**src/rtl/memory_stage.sv**
```systemverilog
`default_nettype none
// ============================================================================
// Module      : memory_stage
// Description : Y86-64 memory stage. Performs the data-memory access for
//               rmmovq/mrmovq/call/ret/pushq/popq over a req/ack port and
//               returns valM plus the Y86 status code. Valid/ready on both
//               sides; halt and error outcomes are sticky until reset.
//               Optional build macro MEM_BOUNDS_CHECK_EN rejects accesses
//               whose 8-byte window would run past MEM_BYTES.
// Revision    : 1.0 - initial release
// ============================================================================
module memory_stage #(
    parameter int MEM_BYTES   = 8192,
    parameter int ACK_TIMEOUT = 16
) (
    input  logic        clk,
    input  logic        rst_n,
    input  logic        in_valid,
    output logic        in_ready,
    input  logic [3:0]  icode,
    input  logic [63:0] valE,
    input  logic [63:0] valA,
    input  logic [63:0] valP,
    output logic        out_valid,
    input  logic        out_ready,
    output logic [63:0] valM,
    output logic [2:0]  stat,
    output logic        dmem_req,
    output logic        dmem_we,
    output logic [63:0] dmem_addr,
    output logic [63:0] dmem_wdata,
    input  logic [63:0] dmem_rdata,
    input  logic        dmem_ack
);

    localparam logic [2:0] c_STAT_AOK = 3'd1;
    localparam logic [2:0] c_STAT_HLT = 3'd2;
    localparam logic [2:0] c_STAT_ADR = 3'd3;
    localparam logic [2:0] c_STAT_INS = 3'd4;

    localparam logic [3:0] c_IHALT   = 4'h0;
    localparam logic [3:0] c_IRMMOVQ = 4'h4;
    localparam logic [3:0] c_IMRMOVQ = 4'h5;
    localparam logic [3:0] c_ICALL   = 4'h8;
    localparam logic [3:0] c_IRET    = 4'h9;
    localparam logic [3:0] c_IPUSHQ  = 4'hA;
    localparam logic [3:0] c_IPOPQ   = 4'hB;

    localparam int               c_CNT_W    = $clog2(ACK_TIMEOUT + 1);
    localparam logic [c_CNT_W-1:0] c_CNT_LAST = c_CNT_W'(ACK_TIMEOUT - 1);
    localparam logic [c_CNT_W-1:0] c_CNT_ONE  = c_CNT_W'(1);

    // Highest legal start address of an 8-byte access.
    localparam logic [63:0] c_MAX_ADDR = 64'(MEM_BYTES - 8);

`ifdef MEM_BOUNDS_CHECK_EN
    localparam logic c_BOUNDS_EN = 1'b1;
`else
    localparam logic c_BOUNDS_EN = 1'b0;
`endif

    typedef enum logic [1:0] {
        S_IDLE   = 2'd0,
        S_ACCESS = 2'd1,
        S_RESP   = 2'd2,
        S_STOP   = 2'd3
    } state_t;

    state_t             r_state;
    logic               r_in_ready;
    logic               r_out_valid;
    logic [63:0]        r_valm;
    logic [2:0]         r_stat;
    logic               r_req;
    logic               r_we;
    logic [63:0]        r_addr;
    logic [63:0]        r_wdata;
    logic [c_CNT_W-1:0] r_cnt;

    logic               w_is_write;
    logic               w_is_read;
    logic               w_is_mem;
    logic               w_oob;
    logic [63:0]        w_addr;
    logic [63:0]        w_wdata;
    logic [2:0]         w_noop_stat;

    // Decode the incoming instruction: access kind, address, data, no-op status.
    always_comb begin
        w_is_write  = 1'b0;
        w_is_read   = 1'b0;
        w_addr      = valE;
        w_wdata     = valA;
        w_noop_stat = c_STAT_AOK;
        case (icode)
            c_IRMMOVQ, c_IPUSHQ: w_is_write = 1'b1;
            c_ICALL: begin
                w_is_write = 1'b1;
                w_wdata    = valP;
            end
            c_IMRMOVQ: w_is_read = 1'b1;
            c_IRET, c_IPOPQ: begin
                w_is_read = 1'b1;
                w_addr    = valA;
            end
            c_IHALT: w_noop_stat = c_STAT_HLT;
            default: begin
                if (icode > c_IPOPQ) begin
                    w_noop_stat = c_STAT_INS;
                end
            end
        endcase
    end

    assign w_is_mem = w_is_write | w_is_read;
    // Unsigned compare against the last legal start address avoids addr+8 wrap.
    assign w_oob    = c_BOUNDS_EN & w_is_mem & (w_addr > c_MAX_ADDR);

    // Stage FSM; every output is a register updated here.
    always_ff @(posedge clk) begin
        if (!rst_n) begin
            r_state     <= S_IDLE;
            r_in_ready  <= 1'b1;
            r_out_valid <= 1'b0;
            r_valm      <= 64'd0;
            r_stat      <= c_STAT_AOK;
            r_req       <= 1'b0;
            r_we        <= 1'b0;
            r_addr      <= 64'd0;
            r_wdata     <= 64'd0;
            r_cnt       <= '0;
        end else begin
            case (r_state)
                S_IDLE: begin
                    if (in_valid) begin
                        r_in_ready <= 1'b0;
                        if (w_is_mem && !w_oob) begin
                            r_state <= S_ACCESS;
                            r_req   <= 1'b1;
                            r_we    <= w_is_write;
                            r_addr  <= w_addr;
                            r_wdata <= w_wdata;
                            r_cnt   <= '0;
                        end else begin
                            r_state     <= S_RESP;
                            r_out_valid <= 1'b1;
                            r_valm      <= 64'd0;
                            r_stat      <= w_is_mem ? c_STAT_ADR : w_noop_stat;
                        end
                    end
                end
                S_ACCESS: begin
                    // An ack in the final allowed cycle still wins over timeout.
                    if (dmem_ack) begin
                        r_state     <= S_RESP;
                        r_out_valid <= 1'b1;
                        r_valm      <= r_we ? 64'd0 : dmem_rdata;
                        r_stat      <= c_STAT_AOK;
                        r_req       <= 1'b0;
                        r_we        <= 1'b0;
                    end else if (r_cnt == c_CNT_LAST) begin
                        r_state     <= S_RESP;
                        r_out_valid <= 1'b1;
                        r_valm      <= 64'd0;
                        r_stat      <= c_STAT_ADR;
                        r_req       <= 1'b0;
                        r_we        <= 1'b0;
                    end else begin
                        r_cnt <= r_cnt + c_CNT_ONE;
                    end
                end
                S_RESP: begin
                    if (out_ready) begin
                        r_out_valid <= 1'b0;
                        if (r_stat == c_STAT_AOK) begin
                            r_state    <= S_IDLE;
                            r_in_ready <= 1'b1;
                        end else begin
                            r_state <= S_STOP;
                        end
                    end
                end
                default: begin
                    // STOP: frozen until reset, stat keeps the fault code.
                    r_state     <= S_STOP;
                    r_in_ready  <= 1'b0;
                    r_out_valid <= 1'b0;
                end
            endcase
        end
    end

    assign in_ready   = r_in_ready;
    assign out_valid  = r_out_valid;
    assign valM       = r_valm;
    assign stat       = r_stat;
    assign dmem_req   = r_req;
    assign dmem_we    = r_we;
    assign dmem_addr  = r_addr;
    assign dmem_wdata = r_wdata;

endmodule
`default_nettype wire
```
**config.mk**
```make
export PLATFORM = sky130hd
export DESIGN_NAME = memory_stage
export DESIGN_NICKNAME = d
export VERILOG_FILES = /design/src/rtl/memory_stage.sv
export SDC_FILE = /design/constraint.sdc
export NUM_CORES = 1
export LEC_CHECK = 0
export ABC_AREA = 1
export CAP_MARGIN = 10
export CORE_AREA = 2 2 178 180
export DETAILED_ROUTE_END_ITERATION = 8
export DIE_AREA = 0 0 180 182
export DONT_BUFFER_PORTS = 1
export GPL_ROUTABILITY_DRIVEN = 0
export PLACE_DENSITY = 0.49
export SKIP_CTS_REPAIR_TIMING = 1
export SLEW_MARGIN = 20
export SYNTH_ARGS = -nofsm -noshare
export SYNTH_HDL_FRONTEND = slang
export SYNTH_SLANG_ARGS = --single-unit
```
**constraint.sdc**
```tcl
create_clock -name clk -period 5.3 [get_ports clk]
set_input_delay 1.325 -clock clk [delete_from_list [all_inputs] [get_ports clk]]
set_output_delay 1.325 -clock clk [all_outputs]
set_load 0.02 [all_outputs]
```
==> results.yml, run 1 <==
timing:
  hold_slack_ns: 0.480
  rsz0062_at_grt: "false"
  worst_slack_ns: 2.27
  max_freq_mhz: 330
  worst_pin_slew_ns: 0.864
  hold_viol_final: 0
  skew_ns: 0.00821
  relSlewSlack_pct: 42.3
  fin_tns_setup_ns: 0
  period_minus_slack_ns: 3.03
  period_share_pct: 57.2
  setup_viol_count_final: 0
  slew_violations: 0
placed_design:
  pre_cts_slack_ns: 1.70
  dp_cells: 1951
  io_buffer_count: 0
  dp_hpwl_mm: 23.6
layout:
  fin_cells: 1995
  nets: 1842
  fillCellCount: 3444
  area_growth_pct: 9.01
  drive_above_1_share_pct: 5.40
  diodes: 0
clock_tree:
  cts_tree: "built"
  cts_max_level: 1
  cts.reportedPaths.clkPinSlew_ns: 0.06
  cts.path.max_buffers: 3
  root_buffer: "clkbuf_16"
  clock_latency_ns: 0.52
  cts_sinks: 206
  cts_buffers: 24
power:
  power_switching_w: 0.00142
  leakage_nw: 5.41
  cellPowerDensity_nw_per_um2: 400
  power.internal_w: 0.00298
  seq_power_share_pct: 45.9
  clock_power_share_pct: 39.7
  swShare_pct: 32.3
  combPwrFrac_pct: 14.5
  peakVddDrop_v: 0.000218
drt:
  drc: 0
  vias: 9420
  drt-pass1-iter-count: 5
  routed_wl_mm: 34.3
  wl_met1_mm: 13.6
  ant_nets: 0
  via_per_inst: 4.72
  wire_per_inst_um: 17.2
  routed-wl-met3_mm: 3.70
  top_layer: "met4"
  drt_iter0_drc: 495
  dr_wl_met2_mm: 15.8
critical_path:
  cp_slowest_cell: "nand2_2"
  crit_chain: "inv_1 > nand2_1 > inv_4 > nand2_2 > buf_4 > nand2_1 > nand2_1 > nor2_1 > nor2_1"
  crit_path_max_incr_delay_ns: 0.58
  required_ns: 5.70
  path_class: "in2reg"
  rr_startpoint: "r_cnt[0]"
  worstSetupEndpointType: "flop"
  crit_fanout: 67
  worstRegToRegCells: 12
  worstPathArrival_ns: 3.43
  rrSetupSlack_ns: 2.80
  startpoint_type: "input port"
  cp_common_cell: "nand2_1"
  worstReg2RegEnd: "valM[31]"
global_route:
  antenna_found_initial: 0
  grt_pass1_wl_mm: 53.1
  grt_overflow_total: 0
  grt_pass1_vias: 9117
  grt_max_degree: 134
  grtUsageTotal_pct: 20.2
hold_path:
  hp-class: "reg2reg"
  hold_depth: 2
  hp-start: "r_cnt[3]"
  hold_end: "r_cnt[3]"
synthesis:
  synth.area.top_cells: "dfxtp_1 (41%), nand2_1 (25%), nor2_1 (10%)"
  ys.flop_type: "dfxtp_1"
  syn_inst: 1644
  ys_seq_area_share_pct: 40.8
  yosys_warnings: 0
  syn_area_per_cell_um2: 6.14
  synth_area_leader_cell: "dfxtp_1"
  async_flop_share_pct: 0
  syn_area_um2: 10100
  synth_edf_count: 0
  synthDistinctLibCells: 22
  synth_top_area_share_pct: 40.8
  synth_seq_cells: 206
  syn-num-nets: 1911
floorplanning:
  coreArea_um2: 31000
  rows: 65
  dieArea_um2: 32800
  io_pins: 464
  start_util_pct: 32.6
  die_h_um: 182
  die_x_um: 180
outcome:
  outcome: "completed"
run:
  maxCapViolCount: 0
worst max-delay path, delay by kind of cell:
kind / cells / cell delay (ns)
AND/OR/NAND/NOR: 6 / 1.01
buffers and inverters: 3 / 1.03
cell type report:
| class | count | area (um2) | share of cell area, % |
|---|---|---|---|
| clock buffer | 33 | 696 | 6.32 |
| clock inverter | 11 | 139 | 1.26 |
| inverter | 145 | 547 | 4.97 |
| multi-input combinational | 1188 | 4900 | 44.5 |
| sequential | 206 | 4120 | 37.5 |
| tap | 402 | 503 | 4.57 |
| timing repair buffer | 10 | 100 | 0.909 |
state kept, by name (all words and copies together) (netlist names):
register    cells
dmem_addr      64
dmem_req        1
dmem_wdata     64
dmem_we         1
in_ready        1
out_valid       1
r_cnt           5
r_state         2
stat            3
valM           64
layout by cell type, fill, tap and decap left out, types with 2 or more instances in the layout:
cell type / n
nand2_1: 679
nor2_1: 279
dfxtp_1: 206
inv_1: 142
nand3_1: 138
a21oi_1: 49
a21oi_2: 25
clkbuf_16: 25
buf_4: 8
clkinv_2: 5
nand2_2: 4
clkbuf_1: 4
clkbuf_8: 4
nand4_1: 3
o21ai_0: 3
bufinv_16: 3
inv_2: 2
ha_1: 2
clkinvlp_4: 2
buf_12: 2
routing by layer:
| metal | up-vias | track usage [%] |
|---|---|---|
| met3 | 70 | 7.76 |
| li1 | 4809 | - |
| met4 | 0 | 7.12 |
| met2 | 408 | 33.9 |
| met1 | 4133 | 23.5 |
| met5 | - | 0 |
per-stage QoR:
step	power [W]	instance area (um2)	utilization (%)
floorplan	0.00256	10100	-
global placement	0.00269	10200	32.8
detailed placement	0.00270	10200	32.8
CTS	0.00447	11000	35.5
global route	0.00466	11000	35.5
finish	0.00440	11000	35.5
kinds of logic after synthesis:
kind of cell	share of synthesized area (%)
fa+ha+maj	0.248
simple gates	43.3
compound gates	4.74
flops	40.8
buf+inv	10.8
power groups by stage:
stage	Sequential [W]	Clock, W	Combinational [W]
2_1_floorplan	0.00199	0	0.000574
6_report	0.00202	0.00175	0.000637
5_1_grt	0.00204	0.00186	0.000763
4_1_cts	0.00202	0.00180	0.000647
3_5_place_dp	0.00206	0	0.000643
3_3_place_gp	0.00206	0	0.000633
Yosys cell counts, types with 2 or more instances:
cell type and count:
clkbuf_1 26, buf_1 9, buf_6 7, o21ai_0 3, nand4_1 3, nand3_1 139
inv_1 143, nor2_1 280, buf_2 53, buf_4 10, a21oi_1 49, nand2_2 4
a21oi_2 25, ha_1 2, dfxtp_1 206, nand2_1 679
worst max path at each step:
stage / start / to / slack (ns) / depth (start not counted)
2_1_floorplan: dmem_ack / valM[33] / 2.98 / 9
3_3_place_gp: icode[2] / dmem_addr[44] / 1.72 / 9
3_5_place_dp: icode[2] / dmem_addr[49] / 1.70 / 9
4_1_cts: icode[2] / dmem_addr[58] / 2.25 / 9
5_1_grt: icode[2] / dmem_addr[45] / 1.99 / 9
6_report: icode[2] / dmem_addr[51] / 2.27 / 9
No activity file was read; power rests on OpenSTA's default activity.
==> run 2: changes to the inputs <==
clock period = 3.1 ns   (was 5.3 ns; I/O delays follow)
==> run 2 against run 1 <==
Register-to-register slack lost 1.9 ns. Non-clock buffer count grew 4. Largest cell class unchanged. Via count decreased by 0.42%. Flip-flop and latch count stayed put. Sequential power rose by 71%. Combinational power increased by 76%. Clock power grew 80%.
==> results.yml, run 2 (same netlist as run 1, synthesis figures left out) <==
power:
  seq_power_share_pct: 44.7
  leakage_nw: 5.49
  cellPowerDensity_nw_per_um2: 692
  swShare_pct: 31.8
  combPwrFrac_pct: 14.5
  power.internal_w: 0.00526
  peakVddDrop_v: 0.000445
  clock_power_share_pct: 40.9
  power_switching_w: 0.00246
hold_path:
  hp-start: "rst_n"
  hp-class: "in2reg"
layout:
  nets: 1847
  fin_cells: 2000
  diodes: 0
  area_growth_pct: 10.5
  layout_common_cells: "nand2_1 (679), nor2_1 (279), dfxtp_1 (206)"
  final_area_um2: 11200
  final_common_cell: "nand2_1"
  drive_above_1_share_pct: 5.82
  fillCellCount: 3427
critical_path:
  required_ns: 3.55
  rr_startpoint: "r_cnt[0]"
  crit_chain: "ha_1 > nand2_1 > nor2_1 > ha_1 > inv_1 > nand2_1 > nor2_1 > nor2_2 > nand2_2 > buf_12 > nand2_1 > a21oi_2"
  cp_slowest_cell: "nand2_2"
  worstSetupEndpointType: "flop"
  startpoint_type: "flop"
  crit_family: "simple AND/OR/NAND/NOR gates"
  cp_common_cell: "nand2_1"
  critPathLaunch: "r_cnt[0]"
  crit_path_max_incr_delay_ns: 0.37
  path_buf_inv: 2
  crit_fanout: 48
  path_class: "reg2reg"
  worstPathArrival_ns: 2.61
clock_tree:
  cts.reportedPaths.clkPinSlew_ns: 0.06
  cts_sinks: 206
  cts_buffers: 25
  cts_max_level: 1
  cts.path.max_buffers: 3
  clock_latency_ns: 0.52
  root_buffer: "clkbuf_16"
  cts_tree: "built"
floorplanning:
  start_util_pct: 32.6
  rows: 65
  io_pins: 464
  die_h_um: 182
  coreArea_um2: 31000
  die_x_um: 180
  dieArea_um2: 32800
global_route:
  grt_max_degree: 134
  grt_pass1_wl_mm: 51.9
  grtUsageTotal_pct: 19.8
  grt_pass1_vias: 8903
  antenna_found_initial: 0
  grt_overflow_total: 0
placed_design:
  io_buffer_count: 0
  dp_hpwl_mm: 23.4
  placed_area_um2: 10300
  dp_cells: 1955
drt:
  drc: 0
  drt_iter0_drc: 398
  drt-pass1-iter-count: 4
  routed_wl_mm: 33.9
  wire_per_inst_um: 16.9
  via_per_inst: 4.69
  vias: 9380
  ant_nets: 0
timing:
  max_freq_mhz: 462
  period_minus_slack_ns: 2.17
  slew_violations: 0
  relSlewSlack_pct: 44.7
  hold_viol_final: 0
  setup_viol_count_final: 0
  period_share_pct: 69.9
  worst_pin_slew_ns: 0.830
  skew_ns: 0.00614
  fin_tns_setup_ns: 0
  rsz0062_at_grt: "false"
run:
  maxCapViolCount: 0
outcome:
  outcome: "completed"
==> run 2: changes by cell type in the layout (fill, tap and decap cells not counted), sizes merged <==
cell / before / now
inv: 146 / 145
bufinv: 3 / 4
clkbuf: 33 / 34
clkinv: 5 / 6
buf: 10 / 14
clkinvlp: 2 / 1
==> run 2: power by group through the flow <==
stage          Combinational (W)  Clock, W  Sequential [W]
2_1_floorplan           0.000982         0         0.00340
3_3_place_gp             0.00111         0         0.00351
3_5_place_dp             0.00113         0         0.00351
4_1_cts                  0.00114   0.00326         0.00345
5_1_grt                  0.00131   0.00336         0.00348
6_report                 0.00112   0.00315         0.00345
==> run 2: layout make-up <==
class,count,area [um2],share of cell area [%]
multi-input combinational,1188,4900,43.9
inverter,145,547,4.90
clock inverter,11,161,1.45
clock buffer,34,729,6.54
tap,402,503,4.51
timing repair buffer,14,193,1.73
sequential,206,4120,37.0
==> run 2: path summary, 6_finish.rpt <==
| path | end | slack, ns | cells past startpoint |
|---|---|---|---|
| setup / recovery | valM[15] | 0.93 | 12 |
| hold / removal | dmem_wdata[23] | 0.38 | 2 |
| setup reg to reg | valM[15] | 0.93 | 12 |
| hold reg to reg | r_cnt[3] | 0.49 | 2 |
==> run 2: layer usage <==
| layer | global-route usage, % | wire length [um] | vias to the layer above |
|---|---|---|---|
| li1 | - | - | 4821 |
| met3 | 8.24 | 3730 | 52 |
| met2 | 33.8 | 15900 | 380 |
| met1 | 22.9 | 13500 | 4127 |
| met5 | 0 | 0 | - |
| met4 | 5.07 | 737 | 0 |
==> run 2: per-stage QoR <==
| step | hold WS, ns | worst slack, ns | utilization [%] | total power [W] |
|---|---|---|---|---|
| after floorplan | 0.455 | 1.33 | - | 0.00439 |
| after global placement | 0.473 | 0.906 | 33.1 | 0.00462 |
| after detailed placement | 0.478 | 0.862 | 33.1 | 0.00464 |
| after CTS | 0.352 | 0.912 | 36.0 | 0.00785 |
| after global routing | 0.353 | 0.665 | 36.0 | 0.00815 |
| final | 0.377 | 0.934 | 36.0 | 0.00772 |
==> run 3: changes to the inputs <==
PLACE_DENSITY = 0.5   (was 0.49)
clock period = 1.8 ns   (was 3.1 ns; I/O delays follow)
==> run 3 against run 2 <==
Flip-flop and latch count unchanged. Cell count up 1.6%. Setup slack worse by 0.90 ns. Critical endpoint is now valM[48]. Largest cell class unchanged.
==> results.yml, run 3 (same netlist as run 1, synthesis figures left out) <==
placed_design:
  dp_hpwl_mm: 23.7
  pre_cts_slack_ns: 0.0104
  io_buffer_count: 0
  dp_cells: 1979
hold_path:
  hp-start: "rst_n"
  hold_end: "dmem_wdata[17]"
  hp-class: "in2reg"
  hold_depth: 2
layout:
  final_util_pct: 38.2
  layout_common_cells: "nand2_1 (654), nor2_1 (276), dfxtp_1 (204)"
  nets: 1878
  drive_above_1_share_pct: 10.2
  final_common_cell: "nand2_1"
  fin_cells: 2032
  area_growth_pct: 17.2
power:
  peakVddDrop_v: 0.000756
  total_power_w: 0.0139
  leakage_nw: 5.77
  cellPowerDensity_nw_per_um2: 1180
timing:
  slew_violations: 0
  worst_slack_ns: 0.0326
  skew_ns: 0.0143
  max_freq_mhz: 566
  period_minus_slack_ns: 1.77
  hold_viol_final: 0
  rsz0062_at_grt: "true"
  relSlewSlack_pct: 69.3
  period_share_pct: 98.2
  setup_viol_count_final: 0
  worst_pin_slew_ns: 0.455
  fin_tns_setup_ns: 0
critical_path:
  crit_family: "simple AND/OR/NAND/NOR gates"
  startpoint_type: "flop"
  worstRegToRegCells: 12
  rrSetupSlack_ns: 0.03
  crit_fanout: 12
  rr_startpoint: "r_cnt[0]"
  required_ns: 2.20
  crit_path_max_incr_delay_ns: 0.35
  crit_chain: "ha_4 > nand2_2 > nor2_2 > ha_2 > inv_2 > nand2_2 > nor2_4 > nor2_4 > nand2_8 > clkbuf_16 > nand2_1 > a21oi_2"
  worstReg2RegEnd: "valM[48]"
  path_buf_inv: 2
  worstSetupEndpointType: "flop"
  cp_slowest_cell: "dfxtp_2"
  path_class: "reg2reg"
  worstPathArrival_ns: 2.16
clock_tree:
  cts_sinks: 206
  cts.reportedPaths.clkPinSlew_ns: 0.06
  cts_max_level: 1
  cts.path.max_buffers: 3
  cts_tree: "built"
  root_buffer: "clkbuf_16"
  clock_latency_ns: 0.52
  cts_buffers: 25
floorplanning:
  die_x_um: 180
  io_pins: 464
  start_util_pct: 32.6
  dieArea_um2: 32800
  die_h_um: 182
  rows: 65
  coreArea_um2: 31000
drt:
  drt_iter0_drc: 448
  drt-pass1-iter-count: 5
  via_per_inst: 4.70
  ant_nets: 0
  vias: 9553
  routed_wl_mm: 34.1
  drc: 0
  wire_per_inst_um: 16.8
global_route:
  grt_pass1_vias: 9236
  grtUsageTotal_pct: 19.8
  grt_pass1_wl_mm: 52.3
  grt_max_degree: 134
  grt_overflow_total: 0
  antenna_found_initial: 3
run:
  maxCapViolCount: 0
outcome:
  outcome: "completed"
[run 3: changes by cell type in the layout (fill, tap and decap cells not counted), sizes merged]
| cell | before | now |
|---|---|---|
| buf | 14 | 41 |
| bufinv | 4 | 6 |
| clkbuf | 34 | 36 |
| diode | 0 | 2 |
| clkinv | 6 | 5 |
[run 3: power breakdown]
group	total (W)	leakage, nW	switching [W]	internal, W
clock network	0.00558	0.445	0.00202	0.00356
logic	0.00240	3.65	0.00143	0.000971
registers	0.00594	1.68	0.000922	0.00502
total	0.0139	5.77	0.00437	0.00955
[run 3: metal layers]
layer,up-vias,wire length (um),track usage [%]
li1,4891,-,-
met1,4181,13900,23.6
met2,406,15300,32.0
met3,71,3620,7.72
met4,4,1210,7.64
met5,-,21,0
[run 3: worst max path at each step]
| stage | depth (start not counted) | slack [ns] | startpoint | end |
|---|---|---|---|---|
| global route | 12 | -0.05 | r_cnt[0] | valM[5] |
| detailed placement | 13 | 0.01 | r_cnt[0] | stat[0] |
| global placement | 13 | 0.02 | r_cnt[0] | stat[2] |
| CTS | 12 | -0.02 | r_cnt[0] | valM[18] |
| finish | 12 | 0.03 | r_cnt[0] | valM[48] |
| floorplan | 13 | 0.05 | r_cnt[0] | valM[33] |
[run 3: cell type report]
class,instances,area (um2)
Clock inverter,12,216
Timing Repair Buffer,45,671
Inverter,145,547
Fill cell,3408,19100
Tap cell,402,503
Multi-Input combinational cell,1188,5080
Sequential cell,206,4130
Antenna cell,2,5.00
Clock buffer,32,692
[run 3: stage by stage]
step,hold WS (ns),cell area [um2]
2_1_floorplan,0.455,10100
3_3_place_gp,0.469,10600
3_5_place_dp,0.476,10600
4_1_cts,0.0270,11500
5_1_grt,0.0286,11800
6_report,0.0533,11800
